File: src/rtl/uart_tx_arbiter.sv
// Two-requester round-robin arbiter feeding one shared UART TX FIFO.
// Define UART_ARB_BURST_LIMIT_EN to cap each grant at MAX_BURST bytes.
module uart_tx_arbiter #(
  parameter int B         = 8,
  parameter int MAX_BURST = 4
) (
  input  logic         i_clk,
  input  logic         i_reset,
  input  logic         i_req0,
  input  logic         i_req1,
  input  logic [B-1:0] i_data0,
  input  logic [B-1:0] i_data1,
  input  logic         i_last0,
  input  logic         i_last1,
  output logic         o_ack0,
  output logic         o_ack1,
  input  logic         i_fifo_full,
  output logic         o_fifo_wr,
  output logic [B-1:0] o_fifo_wr_data,
  output logic [1:0]   o_grant
);

  typedef enum logic [1:0] {
    IDLE   = 2'd0,
    GRANT0 = 2'd1,
    GRANT1 = 2'd2
  } state_t;

  if (MAX_BURST < 1 || MAX_BURST > 255) begin : g_bad_cfg
    $error("uart_tx_arbiter: MAX_BURST must be 1..255");
  end

  state_t         r_state;
  state_t         w_state_nxt;
  logic           r_last;
  logic           w_last_nxt;
  logic           w_own_req;
  logic           w_own_last;
  logic [B-1:0]   w_own_data;
  logic           w_acc;
  logic           w_wr;
  logic           w_limit;
  logic           w_end;

`ifdef UART_ARB_BURST_LIMIT_EN
  localparam int CW = $clog2(MAX_BURST + 1);

  logic [CW-1:0] r_cnt;
  logic [CW-1:0] w_cnt_inc;

  assign w_cnt_inc = r_cnt + 1'b1;
  assign w_limit   = (w_cnt_inc == CW'(MAX_BURST));

  // Cleared on any state change, so every new grant starts at zero.
  always_ff @(posedge i_clk or posedge i_reset) begin
    if (i_reset) begin
      r_cnt <= '0;
    end else if (w_state_nxt != r_state) begin
      r_cnt <= '0;
    end else if (w_acc) begin
      r_cnt <= w_cnt_inc;
    end
  end
`else
  assign w_limit = 1'b0;
`endif

  always_comb begin
    w_own_req  = 1'b0;
    w_own_last = 1'b0;
    w_own_data = '0;
    case (r_state)
      GRANT0: begin
        w_own_req  = i_req0;
        w_own_last = i_last0;
        w_own_data = i_data0;
      end
      GRANT1: begin
        w_own_req  = i_req1;
        w_own_last = i_last1;
        w_own_data = i_data1;
      end
      default: ;
    endcase
  end

  assign w_acc = w_own_req & ~i_fifo_full;
  assign w_end = (r_state != IDLE) &
                 (~w_own_req | (w_acc & (w_own_last | w_limit)));

  always_comb begin
    w_state_nxt = r_state;
    w_last_nxt  = r_last;
    case (r_state)
      IDLE: begin
        // r_last=1 means requester 1 went last, so 0 wins a tie.
        if (i_req0 & (~i_req1 | r_last)) begin
          w_state_nxt = GRANT0;
        end else if (i_req1) begin
          w_state_nxt = GRANT1;
        end
      end
      GRANT0: begin
        if (w_end) begin
          w_last_nxt  = 1'b0;
          w_state_nxt = i_req1 ? GRANT1 : IDLE;
        end
      end
      GRANT1: begin
        if (w_end) begin
          w_last_nxt  = 1'b1;
          w_state_nxt = i_req0 ? GRANT0 : IDLE;
        end
      end
      default: w_state_nxt = IDLE;
    endcase
  end

  always_ff @(posedge i_clk or posedge i_reset) begin
    if (i_reset) begin
      r_state <= IDLE;
      r_last  <= 1'b1;
    end else begin
      r_state <= w_state_nxt;
      r_last  <= w_last_nxt;
    end
  end

  assign w_wr           = w_acc & ~i_reset;
  assign o_fifo_wr      = w_wr;
  assign o_fifo_wr_data = w_wr ? w_own_data : '0;
  assign o_ack0         = w_wr & (r_state == GRANT0);
  assign o_ack1         = w_wr & (r_state == GRANT1);
  assign o_grant        = {r_state == GRANT1, r_state == GRANT0};

endmodule

File: config.mk
export PLATFORM = sky130hd
export DESIGN_NAME = uart_tx_arbiter
export DESIGN_NICKNAME = d
export VERILOG_FILES = /design/src/rtl/uart_tx_arbiter.sv
export SDC_FILE = /design/constraint.sdc
export NUM_CORES = 1
export LEC_CHECK = 0
export BUFFER_PORTS_ARGS = -buffer_cell sky130_fd_sc_hd__buf_2
export CORE_AREA = 2 2 39 41
export DETAILED_ROUTE_END_ITERATION = 6
export DIE_AREA = 0 0 41 43
export GPL_TIMING_DRIVEN = 0
export PLACE_DENSITY = 0.76
export SLEW_MARGIN = 40
export SYNTH_ARGS = -nofsm -noshare
export SYNTH_HDL_FRONTEND = slang
export SYNTH_SLANG_ARGS = --single-unit
File: constraint.sdc
create_clock -name i_clk -period 3.73 [get_ports i_clk]
set_input_delay 0.746 -clock i_clk [delete_from_list [all_inputs] [get_ports i_clk]]
set_output_delay 0.746 -clock i_clk [all_outputs]
set_load 0.02 [all_outputs]
==> impl_summary.md, run 1 <==
Detailed routing
The final wirelength is 1.198 mm. The total number of vias is 552. After the first detailed-routing iteration, the DRC count stood at 9. In this run the remaining antenna-violating nets after routing total 0. In the routed design, unresolved DRC markers number 0. In the routed layout, each cell is associated on average with a via count of 4.929.

For this run, the detailed router's first-pass iteration total came to 4. The post-detailed-route wirelength per cell is 10.70 µm.

Finish
The finished cells cover roughly 650 µm². The count of antenna diodes in the layout is 0. Cells with a size suffix above 1 make up 43.75% of the layout. The number of filler instances in the final layout is 152. From synthesis to final layout, the design area changed by 52.21%.

The number of nets in the final layout is roughly 120. For this run, the share of the core covered by cells in the final layout is 46.65%.

Min path
The tightest min-delay check is of the in -> async type.

Placed design
OpenSTA, run right after detailed placement, puts the worst setup slack at between 1000 and 1500 ps. The number of buffers added on ports is 35. Summing all placed instances gives a cell area of 619.3 µm². The congestion estimate from routability-driven global placement came to 0.7614.

Detailed placement finished with a half-perimeter wire length of 964 µm.

GRT
The first global-routing pass estimated 1.704 mm of wire. The number of antenna violations at the first check in global routing is 0. The sum of overflow across all layers after global routing is 0. For this run, the total global-route usage over all layers was measured as 13.88%. The largest net degree at the start of global routing is 11. The via count of the first global-routing pass is about 460.

Synthesis
Sequential cells were found to cover 17.99% of the synthesized design area. The synthesized area is roughly 420 µm². The number of storage elements in the synthesis netlist is 3.

For this run, the number of Yosys warnings is 0. The distinct cell type count of the synthesized netlist is 27. The average footprint of a synthesized cell is 7.441 µm². The number of nets produced by synthesis is 84. Synthesis produced 57 cells.

Power and ir drop
For this design the ratio of total power to cell area is slightly below 600 nW/µm². For this design the static power due to leakage is 0.0003477 µW. The power consumption is about 380 µW. VDD sags by at most 0.3240 mV.

Timing
The fmax is 0.3636 GHz. In the finished design, the share of the clock period the worst path needs comes to 73.74%. After layout, the worst setup slack is 979.4 ps. The number of hold violations in the final report is 0.

Setup repair after global routing left no endpoint under its margin. The minimum clock period after layout is 2751 ps. The pin slew with the least headroom to its limit is ~410 ps. The setup violation total in the final timing report is 0.

Summed over all failing endpoints, the final setup total negative slack is 0 ps. The number of max-slew violations in the final report is 0. Across the routed clock network, the largest skew measured is between 3 and 4 ps. The worst pin sits at a relative slew slack of 72.41%.

CTS
Counting along the longest clock path gives a buffer depth of 2. CTS built an H-tree with a depth of 1. The post-cts hold buffer count is 0. TritonCTS built the clock tree.

The cell at the root of the clock tree is sky130_fd_sc_hd__clkbuf_4. Post-CTS timing repair inserted 0 buffers for setup. The clock sink count is 3. The total clock buffers created by CTS is 3.

The number of gates given a new drive strength after cts is 0. The source-to-sink clock delay at the later pin of the worst-skew pair is between 200 and 250 ps. The clock input transition at the sequential cells of the worst setup and hold paths is approximately 30 ps.

Floorplan
The area of the die is 1763 µm². The starting density of the core is 30.65%. The floorplan step set the die height to between 40 and 50 µm. The number of cell rows is 14. 36 I/O pins were placed.

The placeable core region is 1384 µm². The die span in x is 41 µm.

Flow run
The count of max-cap constraint violations is 0.

Setup path
The critical path arrival is 2000 ps. The path type of the worst setup path is reg -> out. The category of the worst setup path launch point is a register.

Traced cell by cell, the critical path runs through inv_1, ha_1, a22o_1, nand2_1, or3_1, buf_6, clkinv_2, and2_1, buf_2. On the worst path, the slowest cell contributes a delay of 390 ps. The kind of end point of the critical path is a primary output.

The largest individual stage delay along the critical path comes from the cell sky130_fd_sc_hd__dfrtp_1. The critical path buffer and inverter count is 4. The largest fanout on the critical path is 9. The path depth of the worst reg2reg path is 6. For the worst setup path, the data required time is 2980 ps. Counting buffers and inverters, the worst setup path is 9 cells deep. The family of cells with the greatest summed delay on the critical path is simple AND/OR/NAND/NOR gates.

Run status
The run finished with clean final reports.
[synthesized netlist by cell type]
library cell / n / area (µm²)
sky130_fd_sc_hd__nand2_1: 2 / 7.510
sky130_fd_sc_hd__buf_6: 1 / 11.26
sky130_fd_sc_hd__and2_1: 2 / 12.51
sky130_fd_sc_hd__nand2b_1: 2 / 12.51
sky130_fd_sc_hd__clkbuf_1: 2 / 7.510
sky130_fd_sc_hd__mux2i_1: 1 / 10.01
sky130_fd_sc_hd__clkinv_2: 1 / 5.000
sky130_fd_sc_hd__dfstp_2: 1 / 26.28
sky130_fd_sc_hd__a21o_1: 1 / 7.510
sky130_fd_sc_hd__or3b_1: 1 / 8.760
sky130_fd_sc_hd__nor2_1: 9 / 33.78
sky130_fd_sc_hd__a31oi_1: 1 / 6.260
sky130_fd_sc_hd__inv_1: 4 / 15.01
sky130_fd_sc_hd__a32o_1: 1 / 10.01
sky130_fd_sc_hd__mux2_1: 1 / 11.26
sky130_fd_sc_hd__a22oi_1: 9 / 67.56
sky130_fd_sc_hd__nor2b_1: 1 / 6.260
sky130_fd_sc_hd__nor3_1: 1 / 5.000
sky130_fd_sc_hd__o211ai_1: 1 / 7.510
sky130_fd_sc_hd__or3_1: 1 / 6.260
sky130_fd_sc_hd__ha_1: 4 / 50.05
sky130_fd_sc_hd__o21ai_0: 2 / 10.01
sky130_fd_sc_hd__a22o_1: 1 / 8.760
sky130_fd_sc_hd__a21oi_1: 2 / 10.01
sky130_fd_sc_hd__nand3_1: 2 / 10.01
sky130_fd_sc_hd__dfrtp_1: 2 / 50.05
sky130_fd_sc_hd__buf_4: 1 / 7.510
[per-stage QoR]
stage | cells | hold slack (ps)
after floorplan | 57 | 498.9
after detailed placement | 108 | 559.0
after global placement | 108 | 550.9
final | 112 | 392.4
after CTS | 112 | 386.4
after global routing | 112 | 395.3
[cell families after synthesis]
group           after synthesis  share of synthesized area [%]
simple gates                 21                          24.19
flops                         3                          18.00
buf+inv                       9                          10.91
fa+ha+maj                     4                          11.80
compound gates               18                          30.09
mux                           2                          5.015
[flip-flops by register name, summed over array words and instances, names as in the netlist]
register	count
r_state	2
r_last	1
[layout make-up]
class	instances	area (µm²)	area share, %
Tap cell	16	20.02	3.101
Buffer	4	26.28	4.070
Timing Repair Buffer	35	175.2	27.13
Inverter	5	20.02	3.101
Multi-Input combinational cell	45	301.5	46.71
Sequential cell	3	76.32	11.82
Clock buffer	4	26.28	4.070
[path summary, 6_finish.rpt]
check	startpoint	endpoint	slack [ps]
setup / recovery	r_state[0]	o_ack1	980
hold / removal	i_reset	r_state[1]	390
setup reg to reg	r_state[0]	r_state[1]	1960
hold reg to reg	r_state[1]	r_state[1]	560
max in group asynchronous	i_reset	r_last	3130
min in group i_clk	r_state[1]	r_state[1]	560
[routing by layer]
layer	vias up	track usage [%]	share of wire, %
met5	-	0	0
met4	0	2.000	0
met3	0	6.283	14
met2	33	26.56	48
met1	238	12.30	38
li1	281	-	-
[cells in the final DEF, fill, tap and decap left out, types with 2 or more instances in the layout]
master                     instances
sky130_fd_sc_hd__nand3_1           2
sky130_fd_sc_hd__nand2b_1          2
sky130_fd_sc_hd__o21ai_0           2
sky130_fd_sc_hd__a21oi_1           2
sky130_fd_sc_hd__and2_1            2
sky130_fd_sc_hd__clkbuf_1          3
sky130_fd_sc_hd__nand2_1           2
sky130_fd_sc_hd__dfrtp_1           2
sky130_fd_sc_hd__clkbuf_4          3
sky130_fd_sc_hd__inv_1             4
sky130_fd_sc_hd__ha_1              4
sky130_fd_sc_hd__buf_2            35
sky130_fd_sc_hd__nor2_1            9
sky130_fd_sc_hd__a22oi_1           9
[report_power, final]
| part | total, µW | internal, µW | leakage [µW] | switching (µW) |
|---|---|---|---|---|
| combinational | 260 | 116 | 0.000297 | 144 |
| sequential | 65.6 | 52.3 | 0.0000359 | 13.3 |
| clock | 56.5 | 40.1 | 0.0000150 | 16.4 |
Power figures use the tool's default switching activity.
==> inputs of run 2 (changes only) <==
- PLACE_DENSITY: 0.76 -> 0.78
- clock period: 3.73 -> 2.3 ns (I/O delays scaled with it)
==> impl_summary.md, run 2 (synthesis results as in run 1) <==
Finish
The count of antenna diodes in the layout was 0 (unchanged). Registers with the most flip-flops: r_state: 2 flops, r_last: 1 flops (unchanged). The proportion of layout cells with a drive suffix above 1 came to 59.62% (was 43.75%). The area added between synthesis and finish is 90.27% (was 52.21%). The number of nets in the final layout was 132 (was 124). The flip-flop count of the largest register, all copies and words added came to 2 (unchanged). The largest register by flop count is r_state (unchanged). Most frequent cells in the layout: sky130_fd_sc_hd__buf_2 (26), sky130_fd_sc_hd__buf_4 (15), sky130_fd_sc_hd__a22oi_1 (9) (was sky130_fd_sc_hd__buf_2 (35), sky130_fd_sc_hd__nor2_1 (9), sky130_fd_sc_hd__a22oi_1 (9)). The most common cell after layout, fill and taps aside is sky130_fd_sc_hd__buf_2 (unchanged).

Timing
The final sum of negative setup slack is -100.1 ps (was 0 ps). Dividing the final minimum period by the clock period gives 101.2%. The pin slew with the least headroom to its limit was 389.5 ps (was 413.9 ps).

RSZ-0062 raised after global routing: yes (was no). The clock skew after layout is 0.4513 ps (was 3.222 ps). The smallest clock period supported by the final layout is computed as 2328 ps. The final worst setup slack was -27.87 ps (was 979.4 ps). The final-layout worst hold slack is 110.6 ps (was 392.4 ps). The number of hold violations in the final report is 0 (unchanged). The setup violation total in the final timing report is 6 (was 0). The headroom to the max-slew limit is 74.03% (was 72.41%). The number of max-slew violations in the final report is 0 (unchanged). Based on the critical path, the design can be clocked at up to 0.4296 GHz.

Setup path
The most prevalent standard cell on the critical path is sky130_fd_sc_hd__buf_6. The worst stage delay on the critical path is 410 ps (was 390 ps). The category of the worst setup path launch point is a register (unchanged). The required time at the worst-slack endpoint is 1840 ps (was 2980 ps). The family of cells with the greatest summed delay on the critical path is simple AND/OR/NAND/NOR gates (unchanged).

The critical path's slowest cell was sky130_fd_sc_hd__dfrtp_1 (unchanged). The path type of the worst setup path is reg -> out (unchanged). The critical path arrival is 1870 ps (was 2000 ps).

The minimum setup slack among reg-to-reg paths is 350 ps (was 1960 ps). The critical path buffer and inverter count was 4 (unchanged). CP cell instances: inv_2, ha_4, a22o_1, nand2_1, or3_4, buf_6, clkinv_4, and2_4, buf_6 (was inv_1, ha_1, a22o_1, nand2_1, or3_1, buf_6, clkinv_2, and2_1, buf_2). The kind of end point of the critical path is a primary output (unchanged). The largest fanout on the critical path is 6 (was 9).

Placed design
The global placement routability congestion is 0.7820 (was 0.7614). The number of buffers added on ports came to 35 (unchanged). The post-DP HPWL is 977.5 µm (was 964 µm).

GRT
The largest net degree at the start of global routing is 11 (unchanged). The sum of overflow across all layers after global routing is 0 (unchanged). The all-layer global routing usage was 16.10% (was 13.88%). The via count of the first global-routing pass was 529 (was 461). The wire length of the first global-routing pass is 1.952 mm (was 1.704 mm). The number of antenna violations at the first check in global routing is 0 (unchanged).

Floorplan
The die span in x is 41 µm (unchanged). The placeable core region came to 1384 µm² (unchanged). The area of the die is 1763 µm² (unchanged).

The starting density of the core came to 30.65% (unchanged). The number of cell rows is 14 (unchanged). The height of the chip was 43 µm (unchanged). The number of top-level design ports was 36 (unchanged).

Power and ir drop
The leakage power total is 0.0003930 µW (was 0.0003477 µW). The maximum vdd ir drop is 0.5814 mV (was 0.3240 mV). The cell area power density was 980.9 nW/µm² (was 591.9 nW/µm²). The switching fraction of total power is 43.17% (was 45.41%). The portion of total power attributed to the clock network is 11.1% (was 14.8%). The net switching power was 341.8 µW (was 173.5 µW). The proportion of power drawn by combinational gates is 74.2% (was 68.1%). The proportion of power drawn by flip-flops and latches came to 14.7% (was 17.2%).

The internal portion of total power is 449.8 µW (was 208.6 µW).

Flow run
The count of max-cap constraint violations is 0 (unchanged).

CTS
The clock tree from TritonCTS is yes (unchanged). The number of H-tree branching levels is 1 (unchanged). The post-cts hold buffer count came to 0 (unchanged). The total clock buffers created by CTS is 3 (unchanged). The worst-case clock buffer depth is 2 (unchanged). The cell at the root of the clock tree is sky130_fd_sc_hd__clkbuf_4 (unchanged). The clock input transition at the sequential cells of the worst setup and hold paths is 30 ps (about the same).

The source-to-sink clock delay at the later pin of the worst-skew pair is 220 ps (was 230 ps). The clock sink count was 3 (unchanged).

Detailed routing
The via density per instance is 4.975 (was 4.929). The total number of vias is 597 (was 552). The met1 wire length is 518 µm (was 453 µm). The number of detailed-routing iterations run before antenna repair was 3 (was 4). The wire length on met2 is 761 µm (was 571 µm). The post-detailed-route wirelength per cell is 12.31 µm (was 10.70 µm). The highest metal layer with signal wires is met4 (was met3). The met3 wire length is 172 µm (was 173 µm). The remaining antenna violation count after routing came to 0 (unchanged). The final wirelength is 1.477 mm (was 1.198 mm). The DRC violation count after routing is 0 (unchanged). The number of design-rule violations left by the first detailed-router iteration is 9 (unchanged).

Run status
The checks that failed: setup timing. Run status: finished with violations (was completed).

Min path
The class of the tightest hold or removal check is in -> async (unchanged).
==> run 2: layer usage <==
metal,vias to the layer above,global-route usage [%]
met5,-,0
met3,4,2.094
li1,297,-
met1,262,13.27
met4,0,10.67
met2,34,30.94
==> run 2: area by class of cell <==
cell class              count  area [µm²]
multi-input cells          45       354.1
flip-flops and latches      3       77.57
repair buffers             44       280.3
clock buffers               4       26.28
fillers                   125       576.8
inverters                   5       26.28
plain buffers               3       22.52
well taps                  16       20.02
==> run 2: repair_timing <==
item / CTS / global route
cloned: 0 / 1
gates resized for setup: 14 / 15
endpoints found under the setup margin: 11 / 11
buffers inserted: 4 / 4
pin swaps: 1 / 2
==> run 2: per-stage QoR <==
step | utilization [%] | std cells | area, µm² | total power, µW | setup WS, ps
floorplan | - | 57 | 424.2 | 429.3 | 25.26
global placement | 44.76 | 108 | 619.3 | 519.1 | 86.10
CTS | 53.07 | 116 | 734.5 | 730.3 | -20.57
global route | 58.32 | 120 | 807.0 | 864.0 | -115.4
finish | 58.32 | 120 | 807.0 | 791.6 | -27.87
detailed placement | 44.76 | 108 | 619.3 | 531.9 | 50.87
==> run 2: worst reg2reg max path, cell delays in order (launching register included) <==
cell and delay (ps):
sky130_fd_sc_hd__dfrtp_1 410, sky130_fd_sc_hd__buf_4 160, sky130_fd_sc_hd__ha_4 150, sky130_fd_sc_hd__buf_4 170, sky130_fd_sc_hd__a22oi_1 220, sky130_fd_sc_hd__nor3_1 70
sky130_fd_sc_hd__a31oi_1 270, sky130_fd_sc_hd__mux2_1 360
==> run 2: worst paths after layout <==
path	startpoint	endpoint	cells past startpoint
worst max-delay path	r_state[1]	o_ack1	9
worst min-delay path	i_reset	r_state[1]	2
worst max register to register	r_state[1]	r_state[1]	7
worst min register to register	r_last	r_last	1
max in group asynchronous	i_reset	r_last	2
min in group i_clk	r_last	r_last	1
==> run 2: power by group through the flow <==
stage / logic, µW / clock network (µW) / registers [µW]
floorplan: 329 / 0 / 100
global placement: 415 / 0 / 104
detailed placement: 425 / 0 / 107
CTS: 528 / 92.2 / 110
global route: 647 / 97.0 / 121
finish: 587 / 87.8 / 117
